### src/rtl/seven_segment_driver.sv
`default_nettype none
// ============================================================================
// Module      : seven_segment_driver
// Description : Time-multiplexed hexadecimal driver for a common-anode
//               seven-segment array. A value and its decimal points are
//               latched on a load strobe; one digit is lit at a time, with a
//               single all-off cycle between digits to prevent ghosting.
//
// Parameters  : DIGITS        number of digits scanned (1..8)
//               REFRESH_BITS  refresh counter width; each digit dwell is
//                             2^REFRESH_BITS cycles including 1 blank (>= 2)
//
// Ports       : clock     in   system clock, rising edge
//               reset_n   in   synchronous active-low reset
//               load      in   capture value/dp at this edge
//               value     in   [4*DIGITS] hex nibbles, nibble 0 = rightmost
//               dp        in   [DIGITS] decimal-point enables, active-high
//               anodes    out  [DIGITS] digit enables, active-low
//               segments  out  [7] {g,f,e,d,c,b,a}, active-low
//               point     out  decimal point, active-low
//
// Options     : LEADING_ZERO_BLANK_EN  when defined, leading zero digits
//                                      (other than digit 0) are blanked
//
// Revision    : 1.0  initial release
// ============================================================================

module seven_segment_driver #(
    parameter int DIGITS       = 4,
    parameter int REFRESH_BITS = 16
) (
    input  logic                  clock,
    input  logic                  reset_n,
    input  logic                  load,
    input  logic [4*DIGITS-1:0]   value,
    input  logic [DIGITS-1:0]     dp,
    output logic [DIGITS-1:0]     anodes,
    output logic [6:0]            segments,
    output logic                  point
);

    // Digit index needs at least one bit even for a single-digit display.
    localparam int c_IDX_W = (DIGITS > 1) ? $clog2(DIGITS) : 1;

    localparam logic [c_IDX_W-1:0]      c_LAST_IDX    = c_IDX_W'(DIGITS - 1);
    localparam logic [c_IDX_W-1:0]      c_IDX_ONE     = {{(c_IDX_W-1){1'b0}}, 1'b1};
    localparam logic [REFRESH_BITS-1:0] c_REFRESH_ONE = {{(REFRESH_BITS-1){1'b0}}, 1'b1};
    localparam logic [6:0]              c_SEG_OFF     = 7'h7F;

    logic [REFRESH_BITS-1:0] r_refresh;
    logic [c_IDX_W-1:0]      r_index;
    logic [4*DIGITS-1:0]     r_value;
    logic [DIGITS-1:0]       r_dp;
    logic [DIGITS-1:0]       r_anodes;
    logic [6:0]              r_segments;
    logic                    r_point;

    logic                    w_blank_cycle;
    logic [3:0]              w_nibble;
    logic                    w_dp_bit;
    logic [DIGITS-1:0]       w_anodes_lit;
    logic [6:0]              w_segments_lit;
    logic                    w_suppress_sel;

    // Active-low hex font, bit order {g,f,e,d,c,b,a}.
    function automatic logic [6:0] f_hex_decode(input logic [3:0] nib);
        case (nib)
            4'h0:    f_hex_decode = 7'h40;
            4'h1:    f_hex_decode = 7'h79;
            4'h2:    f_hex_decode = 7'h24;
            4'h3:    f_hex_decode = 7'h30;
            4'h4:    f_hex_decode = 7'h19;
            4'h5:    f_hex_decode = 7'h12;
            4'h6:    f_hex_decode = 7'h02;
            4'h7:    f_hex_decode = 7'h78;
            4'h8:    f_hex_decode = 7'h00;
            4'h9:    f_hex_decode = 7'h10;
            4'hA:    f_hex_decode = 7'h08;
            4'hB:    f_hex_decode = 7'h03;
            4'hC:    f_hex_decode = 7'h46;
            4'hD:    f_hex_decode = 7'h21;
            4'hE:    f_hex_decode = 7'h06;
            default: f_hex_decode = 7'h0E;
        endcase
    endfunction

    // The last count of every dwell is the blanking slot; the index also
    // advances there so the next lit cycle already shows the new digit.
    assign w_blank_cycle = &r_refresh;

`ifdef LEADING_ZERO_BLANK_EN
    // w_suppress[i] is set when nibbles DIGITS-1 down to i are all zero.
    // Bit 0 is never set so a zero value still shows a single "0".
    logic [DIGITS-1:0] w_suppress;
    logic              w_upper_zero;

    always_comb begin
        w_upper_zero = 1'b1;
        w_suppress   = '0;
        for (int i = DIGITS - 1; i > 0; i--) begin
            w_upper_zero  = w_upper_zero & (r_value[i*4 +: 4] == 4'h0);
            w_suppress[i] = w_upper_zero;
        end
    end
`endif

    // Select the current digit's nibble, dp bit and anode with an explicit
    // compare so an index outside 0..DIGITS-1 can never address past the
    // registers.
    always_comb begin
        w_nibble       = 4'h0;
        w_dp_bit       = 1'b0;
        w_anodes_lit   = '1;
        w_suppress_sel = 1'b0;
        for (int i = 0; i < DIGITS; i++) begin
            if (r_index == c_IDX_W'(i)) begin
                w_nibble        = r_value[i*4 +: 4];
                w_dp_bit        = r_dp[i];
                w_anodes_lit[i] = 1'b0;
`ifdef LEADING_ZERO_BLANK_EN
                w_suppress_sel  = w_suppress[i];
`endif
            end
        end
        w_segments_lit = w_suppress_sel ? c_SEG_OFF : f_hex_decode(w_nibble);
    end

    always_ff @(posedge clock) begin
        if (!reset_n) begin
            r_refresh  <= '0;
            r_index    <= '0;
            r_value    <= '0;
            r_dp       <= '0;
            r_anodes   <= '1;
            r_segments <= c_SEG_OFF;
            r_point    <= 1'b1;
        end else begin
            r_refresh <= r_refresh + c_REFRESH_ONE;

            if (w_blank_cycle) begin
                r_index <= (r_index == c_LAST_IDX) ? '0 : r_index + c_IDX_ONE;
            end

            // Outputs at a load edge are built from the old contents; the
            // new value shows from the following lit cycle.
            if (load) begin
                r_value <= value;
                r_dp    <= dp;
            end

            if (w_blank_cycle) begin
                r_anodes   <= '1;
                r_segments <= c_SEG_OFF;
                r_point    <= 1'b1;
            end else begin
                r_anodes   <= w_anodes_lit;
                r_segments <= w_segments_lit;
                r_point    <= ~w_dp_bit;
            end
        end
    end

    assign anodes   = r_anodes;
    assign segments = r_segments;
    assign point    = r_point;

endmodule

`default_nettype wire

### config.mk
export PLATFORM = sky130hd
export DESIGN_NAME = seven_segment_driver
export DESIGN_NICKNAME = d
export VERILOG_FILES = /design/src/rtl/seven_segment_driver.sv
export SDC_FILE = /design/constraint.sdc
export NUM_CORES = 1
export LEC_CHECK = 0
export CORE_MARGIN = 2
export CORE_UTILIZATION = 55
export CTS_BUF_LIST = sky130_fd_sc_hd__clkbuf_8
export DETAILED_ROUTE_END_ITERATION = 6
export HOLD_SLACK_MARGIN = 0.15
export PLACE_DENSITY_LB_ADDON = 0.05
export SKIP_LAST_GASP = 1
export SYNTH_ARGS = -nofsm -noshare
export SYNTH_HDL_FRONTEND = slang
export SYNTH_SLANG_ARGS = --single-unit
### constraint.sdc
create_clock -name clock -period 2.65 [get_ports clock]
set_input_delay 0.53 -clock clock [delete_from_list [all_inputs] [get_ports clock]]
set_output_delay 0.53 -clock clock [all_outputs]
set_load 0.03 [all_outputs]
==> results.cfg, run 1 <==
[synth]
ys_async_sr_fraction_pct = 0
synth_warnings = 0
syn_area_um2 = 2310
synth_fp_nets = 270
synth_edf_count = 0
yosysSeqAreaShare_pct = 43.4
synth.most_common_cell = dfxtp_1
yosysTopAreaCell = dfxtp_1
syn_inst = 236
synth_common_cells = 50 x dfxtp_1, 27 x nor2b_1, 22 x mux2i_1, 22 x nand2_1
postSynthAreaPerCell_um2 = 9.78
ys.flop_type = dfxtp_1
ys_types = 38
synth_top_area_share_pct = 43.4
synth_seq_cells = 50
synth_area_leaders = dfxtp_1 43%, mux2i_1 9.5%, nor2b_1 7.3%

[clocking]
cts_setup_buffers = 0
clockBufferDepth = 2
clk_latency_ns = 0.31
cts_tree = built
cts_buffers = 5
htreeDepth = 2
cts_sinks = 50
cts_resized = 0
cts_root_buffer = clkbuf_8
clk_pin_slew_ns = 0.09
cts_hold_buf = 0

[floorplan]
die_w_um = 68.8
ios = 35
die_h_um = 68.8
rows = 23
start_util_pct = 57.3
dieArea_um2 = 4730
core_um2 = 4030

[min_path]
min_to = r_refresh[0]
min_path_cells = 1
min_from = r_refresh[0]
hold_class = flop to flop

[sta]
setup_viol = 0
period_share_pct = 88.3
slew_viol_final = 0
layout_setup_ws_ns = 0.310
period_needed_ns = 2.34
tns_ns = 0
fmax_mhz = 427
report.final.hold_viol_count = 0
max-slew-margin-rel_pct = 64.5
rsz0062_at_grt = no
tightestPinTransition_ns = 0.528
fin_skew_ns = 0.00917

[setup_path]
r2r-end = segments[6]
startpoint = r_index[0]
reg2reg_slack_ns = 0.31
setup.worst_path.start_class = flop
reg2reg_depth = 9
worst-path-max-fanout = 10
end_kind = flop
cp.arrival_ns = 2.53
worstSetupPathType = flop to flop
crit_required_ns = 2.84
r2r-start = r_index[0]

[grt]
met2_usage_pct = 31.5
antenna_found_initial = 0
grt_overflow_total = 0
use_met3_pct = 4.06
grt-busiest-layer = met2
gr-usage-met1_pct = 29.5
grt_max_degree = 39
track_usage_pct = 21.1
grt_first_pass_wirelength_um = 7270
grt_pass1_vias = 1598

[route]
vias = 1681
drtPass1Iterations = 4
wl_um = 4340
vias_per_cell = 5.27
post_drt_wl_per_cell_um = 13.6
final_antenna_net_count = 0
drc = 0
drt_iter0_drc = 104

[place]
dp.final_hpwl_um = 3270
place_congestion = 0.890
port-buffer-count = 34
place_worst_setup_slack_ns = 0.338

[power_and_ir_drop]
power.density_nw_per_um2 = 518
p_leak_nw = 1.17
power_mw = 1.43
peakVddDrop_mv = 0.332

[layout]
area_delta_synth_final_pct = 20.0
drive_above_1_share_pct = 5.58
final_nets = 302
antenna_cells = 0

[outcome]
status = complete, no violations

[flow_run]
max_cap_violations = 0
-- layout make-up --
cell class / instances / area, um2
clock buffers: 6 / 82.6
clock inverters: 2 / 8.76
repair buffers: 36 / 355
inverters: 8 / 30.0
flip-flops and latches: 50 / 1000
well taps: 50 / 62.6
fillers: 345 / 1260
multi-input cells: 167 / 1230
-- per-layer routing --
layer | share of wire [%] | wire length (um)
met5 | 0 | 0
met3 | 4.6 | 201
met4 | 1.9 | 83
met1 | 52 | 2240
met2 | 42 | 1810
-- worst max path at each step --
stage,cells past startpoint,to
final,9,segments[6]
after global routing,9,segments[6]
after CTS,9,segments[6]
after detailed placement,9,segments[6]
after global placement,9,segments[6]
after floorplan,10,segments[5]
-- cells in the final DEF, fill, tap and decap left out, types with 2 or more instances in the layout --
master | synthesis | final
nand3_1 | 6 | 6
nand3b_1 | 3 | 3
a221o_1 | 5 | 5
buf_4 | 0 | 2
mux2i_1 | 22 | 22
nor2b_1 | 27 | 27
xor2_1 | 7 | 7
a21boi_0 | 2 | 2
clkbuf_8 | 0 | 6
a311o_1 | 2 | 2
a211oi_1 | 2 | 2
nand4_1 | 2 | 2
ha_1 | 11 | 11
nor3b_1 | 5 | 5
inv_1 | 8 | 9
nor2_1 | 6 | 6
nand2_1 | 22 | 22
xnor2_1 | 5 | 5
dfxtp_1 | 50 | 50
or3_1 | 3 | 3
and2_1 | 11 | 11
o21ai_0 | 8 | 8
a21oi_1 | 4 | 4
clkdlybuf4s50_1 | 0 | 34
-- sequential cells by signal (all words and copies together) (netlist names) --
signal / flops
r_refresh: 16
r_value: 16
segments: 7
anodes: 4
r_dp: 4
r_index: 2
point: 1
-- power by group --
group	switching, mW	internal (mW)
Sequential	0.0171	0.784
Combinational	0.0875	0.0965
Clock	0.241	0.207
Total	0.346	1.09
-- cell families after synthesis --
| family | Yosys count | share of synthesized area (%) |
|---|---|---|
| muxes | 22 | 9.54 |
| DFF | 50 | 43.4 |
| xor gates and xnor gates | 12 | 4.56 |
| buffers and inverters | 19 | 3.36 |
| adders and majority gates | 11 | 5.97 |
| and+or+nand+nor | 93 | 23.9 |
| AOI/OAI and AO/OA | 29 | 9.27 |
-- critical path, stage by stage (launching register included) --
cell,delay (ns)
dfxtp_1,0.41
inv_1,0.09
ha_1,0.31
a211oi_1,0.29
a221o_1,0.31
inv_1,0.11
ha_1,0.20
nand2_1,0.09
o21ai_0,0.10
a221o_1,0.31
-- metrics by stage --
stage / hold WS [ns] / cell area, um2 / std cells / utilization (%)
after global placement: 0.438 / 2680 / 311 / 66.5
after floorplan: 0.421 / 2310 / 236 / -
after CTS: 0.454 / 2770 / 319 / 68.7
after detailed placement: 0.441 / 2680 / 311 / 66.5
after global routing: 0.491 / 2770 / 319 / 68.7
final: 0.445 / 2770 / 319 / 68.7
Note: power is estimated with default switching activity, not from simulation.
==> inputs of run 2 (changes only) <==
--- a/config.mk
+++ b/config.mk
@@ -11,6 +11,7 @@
 export DETAILED_ROUTE_END_ITERATION = 6
 export HOLD_SLACK_MARGIN = 0.15
 export PLACE_DENSITY_LB_ADDON = 0.05
+export REMOVE_ABC_BUFFERS = 1
 export SKIP_LAST_GASP = 1
 export SYNTH_ARGS = -nofsm -noshare
 export SYNTH_HDL_FRONTEND = slang
==> results.cfg, run 2 (synthesized netlist as in run 1, its figures left out) <==
[layout]
fill_cells = 328
antenna_cells = 0
drive_above_1_share_pct = 5.93
design_area_um2 = 2780
regArea_um2 = 1000
multi_input_area_um2 = 1230
area_delta_synth_final_pct = 20.3
final_nets = 303
layout_common_cells = 50 x dfxtp_1, 34 x clkdlybuf4s50_1, 27 x nor2b_1
final_common_cell = dfxtp_1

[sta]
setup_viol = 0
period_needed_ns = 2.28
period_share_pct = 86.1
tightestPinTransition_ns = 0.514
fmax_mhz = 439
rsz0062_at_grt = no
fin_skew_ns = 0.00621
hold-worst-slack_ns = 0.452
max-slew-margin-rel_pct = 65.5
report.final.hold_viol_count = 0
tns_ns = 0
slew_viol_final = 0

[power_and_ir_drop]
peakVddDrop_mv = 0.295
power.density_nw_per_um2 = 512
p_leak_nw = 1.17

[setup_path]
end_kind = flop
r2r-start = r_index[0]
cp.arrival_ns = 2.47
reg2reg_slack_ns = 0.37
reg2reg_depth = 9
worstSetupPathType = flop to flop
critPathMaxStageDelay_ns = 0.40
slowest_stage = dfxtp_1
crit_required_ns = 2.84
worst-path-max-fanout = 10
setup.worst_path.start_class = flop
worstPathCellList = inv_1 -> ha_1 -> a211oi_1 -> a221o_1 -> inv_1 -> ha_1 -> nand2_1 -> o21ai_0 -> a221o_1
r2r-end = segments[5]

[floorplan]
die_w_um = 68.8
die_h_um = 68.8
start_util_pct = 57.3
rows = 23
core_um2 = 4030
ios = 35
dieArea_um2 = 4730

[min_path]
min_path_cells = 1
min_from = r_refresh[0]
hold_class = flop to flop
min_to = r_refresh[0]

[route]
drc = 0
drtPass1Iterations = 4
vias_per_cell = 5.28
post_drt_wl_per_cell_um = 13.0
vias = 1688
drt_iter0_drc = 110
final_antenna_net_count = 0
wl_um = 4150

[grt]
antenna_found_initial = 0
gr-usage-met1_pct = 25.9
grt_max_degree = 24
grt_overflow_total = 0
grt_first_pass_wirelength_um = 6820
use_met3_pct = 3.90
track_usage_pct = 19.3
grt-busiest-layer = met2
grt_pass1_vias = 1530
met2_usage_pct = 30.4

[clocking]
clk_latency_ns = 0.30
cts_buffers = 5
htreeDepth = 2
cts_tree = built
cts_sinks = 50
clk_pin_slew_ns = 0.08
cts_hold_buf = 0
cts_setup_buffers = 0
cts_root_buffer = clkbuf_8
cts_resized = 0
clockBufferDepth = 2

[place]
post_dp_cell_area_um2 = 2690
port-buffer-count = 34
place_congestion = 0.847
dp.final_hpwl_um = 3160

[outcome]
status = complete, no violations

[flow_run]
max_cap_violations = 0
## run 2: report_power, final
group          total, mW  leakage (nW)  switching, mW  internal, mW
sequential         0.801         0.411         0.0170         0.784
clock              0.434        0.0524          0.227         0.207
combinational      0.185         0.709         0.0878        0.0974
total               1.42          1.17          0.332          1.09
## run 2: worst max path at each step
stage,from,endpoint
after CTS,r_index[0],segments[5]
after global routing,r_index[0],segments[5]
after detailed placement,r_index[0],segments[5]
after floorplan,r_index[0],segments[5]
final,r_index[0],segments[5]
after global placement,r_index[0],segments[6]
## run 2: routing by layer
| layer | part of all wire [%] | wire length [um] |
|---|---|---|
| met2 | 46 | 1890 |
| met3 | 4.0 | 166 |
| met4 | 1.9 | 78 |
| met5 | 0 | 0 |
| met1 | 49 | 2010 |
## run 2: layout make-up
class	instances	share of cell area, %
sequential	50	36.1
clock buffer	6	2.97
timing repair buffer	37	13.1
inverter	8	1.08
clock inverter	2	0.315
multi-input combinational	167	44.3
tap	50	2.25
## run 2: critical path, delay by kind of cell (launching register included)
kind,cells,cell delay (ns)
AOI/OAI and AO/OA,4,0.96
buffers and inverters,2,0.21
adders and majority gates,2,0.52
and+or+nand+nor,1,0.09
DFF,1,0.40
## run 2: per-stage QoR
step / util (%) / worst slack (ns) / power [mW] / instances
after floorplan: - / 0.628 / 0.914 / 225
after global placement: 66.6 / 0.505 / 1.00 / 312
after detailed placement: 66.6 / 0.400 / 1.01 / 312
after CTS: 68.9 / 0.392 / 1.44 / 320
after global routing: 68.9 / 0.128 / 1.49 / 320
final: 68.9 / 0.370 / 1.42 / 320
==> inputs of run 3 (changes only) <==
--- a/config.mk
+++ b/config.mk
@@ -5,8 +5,11 @@
 export SDC_FILE = /design/constraint.sdc
 export NUM_CORES = 1
 export LEC_CHECK = 0
+export CAP_MARGIN = 20
+export CELL_PAD_IN_SITES_DETAIL_PLACEMENT = 1
+export CELL_PAD_IN_SITES_GLOBAL_PLACEMENT = 2
 export CORE_MARGIN = 2
-export CORE_UTILIZATION = 55
+export CORE_UTILIZATION = 35
 export CTS_BUF_LIST = sky130_fd_sc_hd__clkbuf_8
 export DETAILED_ROUTE_END_ITERATION = 6
 export HOLD_SLACK_MARGIN = 0.15
==> results.cfg, run 3 (synthesized netlist as in run 1, its figures left out) <==
[route]
final_antenna_net_count = 0
drc = 0
post_drt_wl_per_cell_um = 13.8
vias = 1702
drtPass1Iterations = 4
wl_um = 4780
vias_per_cell = 4.90
drt_iter0_drc = 40

[floorplan]
rows = 29
start_util_pct = 36.3
die_h_um = 85.2
core_um2 = 6350
dieArea_um2 = 7260
die_w_um = 85.2
ios = 35

[power_and_ir_drop]
p_leak_nw = 1.17
peakVddDrop_mv = 0.214
power.density_nw_per_um2 = 501

[layout]
area_delta_synth_final_pct = 21.6
final_nets = 304
fill_cells = 737
drive_above_1_share_pct = 5.93
antenna_cells = 0
utilization_pct = 44.2
final_cells = 347
layout_common_cells = 50 x dfxtp_1, 34 x clkdlybuf4s50_1, 27 x nor2b_1
final_common_cell = dfxtp_1

[setup_path]
worstSetupPathType = flop to flop
critPathMaxStageDelay_ns = 0.40
path_delay_family = compound AO/OA/AOI/OAI gates
worstPathCellList = inv_1 -> ha_1 -> a211oi_1 -> a221o_1 -> inv_1 -> ha_1 -> nand2_1 -> o21ai_0 -> a221o_1
worst-path-buf-inv = 2
reg2reg_slack_ns = 0.29
setup.worst_path.start_class = flop
worst-path-max-fanout = 10
cp.arrival_ns = 2.54
slowest_stage = dfxtp_1
end_kind = flop
crit_required_ns = 2.83

[place]
place_congestion = 0.688
dp.final_hpwl_um = 3610
port-buffer-count = 34
dp.cells = 340
place_worst_setup_slack_ns = 0.305

[grt]
grt_overflow_total = 0
grt_first_pass_wirelength_um = 8320
grt_pass1_vias = 1696
use_met3_pct = 2.92
gr-usage-met1_pct = 20.2
track_usage_pct = 14.5
antenna_found_initial = 0
met2_usage_pct = 22.1
grt_max_degree = 22
grt-busiest-layer = met2

[sta]
max-slew-margin-rel_pct = 66.3
period_share_pct = 88.9
period_needed_ns = 2.36
layout_setup_ws_ns = 0.294
tightestPinTransition_ns = 0.502
slew_viol_final = 0
fin_skew_ns = 0.00616
setup_viol = 0
fmax_mhz = 425
report.final.hold_viol_count = 0
tns_ns = 0
rsz0062_at_grt = no

[clocking]
cts_setup_buffers = 0
cts_tree = built
htreeDepth = 2
cts_resized = 0
cts_buffers = 5
cts_hold_buf = 0
clockBufferDepth = 2
clk_latency_ns = 0.29
clk_pin_slew_ns = 0.09
cts_sinks = 50
cts_root_buffer = clkbuf_8

[outcome]
status = complete, no violations

[flow_run]
max_cap_violations = 0

[min_path]
hold_class = flop to flop
[run 3: changes by cell type in the layout (fill, tap and decap cells not counted)]
cell        previous run  this run
buf_4                  3         4
clkinv_2               1         0
clkinvlp_4             0         1
clkbuf_8               6         5
[run 3: stage by stage]
stage | total power, mW | instance area (um2) | hold WS [ns]
final | 1.41 | 2810 | 0.457
after global routing | 1.49 | 2810 | 0.509
after CTS | 1.44 | 2810 | 0.463
after detailed placement | 1.01 | 2730 | 0.450
after global placement | 1.01 | 2730 | 0.442
after floorplan | 0.914 | 2260 | 0.421
[run 3: final cells by class]
type / instances / area [um2] / area share (%)
clock buffer: 5 / 68.8 / 2.45
clock inverter: 2 / 11.3 / 0.401
inverter: 8 / 30.0 / 1.07
multi-input combinational: 167 / 1230 / 43.8
sequential: 50 / 1000 / 35.7
tap: 77 / 96.3 / 3.43
timing repair buffer: 38 / 370 / 13.2
[run 3: path summary, 6_finish.rpt]
| check | startpoint | endpoint | cells past startpoint |
|---|---|---|---|
| setup / recovery | r_index[0] | segments[5] | 9 |
| hold / removal | r_refresh[0] | r_refresh[0] | 1 |
| setup reg to reg | r_index[0] | segments[5] | 9 |
| hold reg to reg | r_refresh[0] | r_refresh[0] | 1 |
[run 3: where the power goes]
group          leakage [nW]  internal (mW)  total (mW)  switching, mW
clock network        0.0414          0.178       0.418          0.241
registers             0.411          0.784       0.802         0.0172
logic                 0.714         0.0985       0.187         0.0888
total                  1.17           1.06        1.41          0.347
[run 3: layer usage]
metal  part of all wire [%]  vias up
met5                      0        -
met4                   0.67        0
met3                    2.7        2
met2                     44       27
met1                     52      796
li1                       -      877
==> patch 1, RTL diff (settings of run 3) <==
The option `LEADING_ZERO_BLANK_EN` is turned on by a define.
--- a/src/rtl/seven_segment_driver.sv
+++ b/src/rtl/seven_segment_driver.sv
@@ -24,6 +24,8 @@
 //
 // Revision    : 1.0  initial release
 // ============================================================================
+
+`define LEADING_ZERO_BLANK_EN
 
 module seven_segment_driver #(
     parameter int DIGITS       = 4,
Behaviour: no difference found for any inputs over 10 cycles, from zero or initial values and one cycle with reset_n low; that may be too few to reach the edited logic, so the function may still have changed.
==> patch 1 against run 3 <==
Sequential cell count did not move; die area fell by 0.20%; wire length rose by 4.9%; worst setup slack got worse by 0.026 ns; power rose by 10%; final area rose by 0.80%; clock power rose by 32%; area after synthesis fell by 0.22%; critical endpoint is now segments[3]; highest routed layer unchanged.
==> patch 1: results (changes against run 3) <==
----------------------------------------------------
[Run status]
  Outcome ... finished, final reports clean

[Detailed routing]
  Total length of routed met3 wires ... 106 µm (-17%)
  Iteration-0 DRC count of the detailed router ... 58 (+45%)
  Detailed-route wire length on metal 1 ... 2563 µm (+2.6%)
  Detailed Route WL ... 5019 µm (+4.9%)
  Met2 wire length ... 2309 µm (+8.7%)
  Drt wl/cell ... 13.90 µm (+0.84%)
  Via density ... 5.066 (+3.3%)

[Finish]
  Share of final-layout standard cells stronger than drive strength 1 ... 0.07394 (+0.01468)
  Total number of nets in the final design ... 317 (+4.3%)
  Fill cells ... 723 (-1.9%)

[Synthesis]
  Distinct cell type count of the synthesized netlist ... 41 (+7.9%)
  Most numerous cell types in the synthesized netlist ... sky130_fd_sc_hd__dfxtp_1 (50), sky130_fd_sc_hd__nor2_1 (43), sky130_fd_sc_hd__nand2_1 (24)
  Post-synthesis compound-gate area fraction ... 0.1022 (+0.009441)
  Share of flip-flops with an asynchronous set or reset ... 0 (unchanged)
  Synth area leaders ... sky130_fd_sc_hd__dfxtp_1 (43%), sky130_fd_sc_hd__mux2i_1 (9.1%), sky130_fd_sc_hd__nor2_1 (7.0%)
  Adder-cell share of the synthesized area ... 0.05978 (+0.0001297)
  Register area share after synthesis ... 0.4348 (+0.0009431)
  Syn Area/Cell ... 9.283 µm² (-5.0%)

[GRT]
  Overall track demand over capacity in global routing ... 0.1467 (+0.002205)
  GRT met1 Usage ... 0.2095 (+0.007375)
  Met2 demand-to-capacity share in global routing ... 0.2372 (+0.01634)
  Vias in the first global route ... 1807 (+6.5%)
  Met3 Resource Use GR ... 0.02043 (-0.008755)

[Timing]
  Worst clock skew on the final layout ... 0.006625 ns (+0.0004647 ns)
  Worst slew pin tran ... 0.5655 ns (+0.06325 ns)
  Final clock period utilization by the worst path ... 0.8988 (+0.009838)
  Worst hold slack after final layout ... 0.4833 ns (+0.02582 ns)

[Critical path]
  CP max-delay cell ... sky130_fd_sc_hd__a221oi_1
  Crit path max-delay family ... compound AO/OA/AOI/OAI gates
  Critical path peak fanout ... 12 (+2)
  Startpoint of the worst-slack reg-to-reg timing path ... r_index[1]
  FF-to-FF End ... segments[3]
  Crit path DAT ... 2.56 ns (+0.02 ns)
  Crit path kind ... reg2reg
  Source of the critical timing path ... r_index[1]

[Power]
  Switching Power ... 0.3858 mW (+11%)
  Power per Cell Area ... 549.0 mW/mm² (+9.5%)
  Fraction of power consumed by combinational cells ... 0.126 (-0.007)
  IR Drop Worst-Case VDD ... 308.7 µV (+44%)
  Leakage power of the design ... 1.142 nW (-2.1%)

[Placement]
  Worst slack after detailed placement ... 0.2834 ns (-0.02157 ns)
  Final estimated routing congestion in global placement ... 0.7243 (+5.2%)

----------------------------------------------------
==> patch 1: cell count changes after synthesis, moves of 3 or more <==
cell	change
sky130_fd_sc_hd__nor2_1	+37
sky130_fd_sc_hd__buf_1	+3
sky130_fd_sc_hd__a211oi_1	+4
sky130_fd_sc_hd__nor2b_1	-27
sky130_fd_sc_hd__clkbuf_1	-4
sky130_fd_sc_hd__a21oi_1	+3
sky130_fd_sc_hd__and2_1	-9
==> patch 1: area by class of cell <==
| class | instances | share of cell area |
|---|---|---|
| flip-flops and latches | 50 | 0.3538 |
| clock inverters | 3 | 0.01681 |
| multi-input cells | 178 | 0.4255 |
| well taps | 77 | 0.03406 |
| clock buffers | 5 | 0.02433 |
| repair buffers | 39 | 0.1336 |
| inverters | 9 | 0.01194 |
==> patch 2, RTL diff (settings of run 3) <==
Made on the original files. Put one more register stage on the output `segments`, without a reset. The value now appears one clock later. The other outputs are not delayed to match.
--- a/src/rtl/seven_segment_driver.sv
+++ b/src/rtl/seven_segment_driver.sv
@@ -161,7 +161,9 @@
     end
 
     assign anodes   = r_anodes;
-    assign segments = r_segments;
+    always_ff @(posedge clock) begin
+        segments <= r_segments;
+    end
     assign point    = r_point;
 
 endmodule
Behaviour: not the same (a bounded check fails within 4 cycles, from zero or initial values and one cycle with reset_n low).
==> patch 2 against run 3 <==
Core utilization is 1.1 points higher; sequential cell count is 7 higher; area after synthesis is 6.2% higher; final area is 9.8% higher; synthesized cell count is 2.1% higher; wire length is 4.8% higher; worst setup slack better by 0.13 ns; power is 29% higher; largest power group unchanged.
==> patch 2: results (changes against run 3) <==
----------------------------------------------------
[Synthesis]
  Register area share after synthesis ... 0.4655 (+0.03170)
  Distinct cell type count of the synthesized netlist ... 41 (+7.9%)
  Most numerous cell types in the synthesized netlist ... sky130_fd_sc_hd__dfxtp_1 (57), sky130_fd_sc_hd__nor2b_1 (27), sky130_fd_sc_hd__mux2i_1 (24), sky130_fd_sc_hd__nand2_1 (24)

[Placement]
  Estimated wirelength of the detail-placed design ... 3557 µm (-1.4%)
  Cell count after placement ... 366 (+7.6%)
  Area after detailed placement ... 0.002900 mm² (+6.4%)
  Final estimated routing congestion in global placement ... 0.7452 (+8.3%)

[Finish]
  Fill cells ... 750 (+1.8%)
  Non-clock buffers ... 39 (+2.6%)
  Total number of multi-input combinational cells ... 166 (-0.60%)
  Area taken by flip-flops and latches ... 0.001141 mm² (+14%)
  Share of final-layout standard cells stronger than drive strength 1 ... 0.1014 (+0.04214)
  Layout clock buffer count ... 11 (+6)
  Fraction of area in non-clock buffers ... 0.1227 (-0.009302)
  Area taken by multi-input logic gates ... 0.001237 mm² (+0.71%)
  Clock-cell share ... 0.05646 (+0.02792)

[Timing]
  Worst slew margin relative to its limit ... 0.6239 (-0.03900)
  Worst clock skew on the final layout ... 0.007676 ns (+0.001516 ns)

[Clock network]
  Maximum level of the CTS H-tree ... 3 (+1)
  Clock Latency Late Sink ... 0.33 ns (+0.04 ns)
  Num CTS Buffers ... 9 (+4)
  Clock-pin slew on the worst setup and hold paths ... 0.06 ns (-0.03 ns)
  Sinks on Clock Net ... 57 (+14%)

[GRT]
  Met2 demand-to-capacity share in global routing ... 0.2287 (+0.007769)
  Maximum number of pins on one net before global-route repair ... 31 (+41%)
  Overall track demand over capacity in global routing ... 0.1436 (-0.0009519)
  Vias in the first global route ... 1702 (+0.35%)
  Met3 Resource Use GR ... 0.03299 (+0.003805)

[Run status]
  Outcome ... finished, final reports clean

[Power]
  Clock-net power ... 0.707 mW (+69%)
  Switching Power ... 0.4377 mW (+26%)
  Power after layout ... 1.818 mW (+29%)
  Fraction of power consumed by combinational cells ... 0.105 (-0.028)
  IR Drop Worst-Case VDD ... 216.2 µV (+0.81%)

[Detailed routing]
  Via density ... 4.589 (-6.4%)
  Total length of routed met3 wires ... 152 µm (+19%)
  Met2 wire length ... 2380 µm (+12%)
  Detailed Route WL ... 5013 µm (+4.8%)
  Iteration-0 DRC count of the detailed router ... 38 (-5.0%)

[Critical path]
  Crit path DAT ... 2.44 ns (-0.10 ns)
  Crit path max-delay family ... adder cells
  CP max-delay cell ... sky130_fd_sc_hd__ha_1

[Floorplan]
  Die Width ... 87.69 µm (+2.9%)

[Min path]
  Beginning of the worst hold path ... r_segments[2]

----------------------------------------------------
patch 2: cell count changes in the layout (fill, tap and decap cells not counted), sizes merged, moves of 4 or more:
cell	change
a221o	-4
clkbuf	+6
dfxtp	+7
o21ai	-4
patch 2: path summary, 6_finish.rpt:
path | to | slack (ns) | cells after the start
worst max-delay path | r_segments[3] | 0.42 | 9
worst min-delay path | segments[2] | 0.33 | 0
worst max register to register | r_segments[3] | 0.42 | 9
worst min register to register | segments[2] | 0.33 | 0
patch 2: worst register-to-register path, delay by kind of cell (launching register included):
kind | cells | cell delay [ns]
AOI/OAI and AO/OA | 3 | 0.59
buffers and inverters | 2 | 0.17
and+or+nand+nor | 1 | 0.05
DFF | 1 | 0.39
adders and majority gates | 2 | 0.76
muxes | 1 | 0.15
patch 2: cell families after synthesis:
family          after synthesis  synth area share
xor+xnor                     12           0.04288
fa+ha+maj                    11           0.05615
buf+inv                      18           0.03216
simple gates                 93            0.2272
flops                        57            0.4655
mux                          25            0.1026
compound gates               25           0.07351
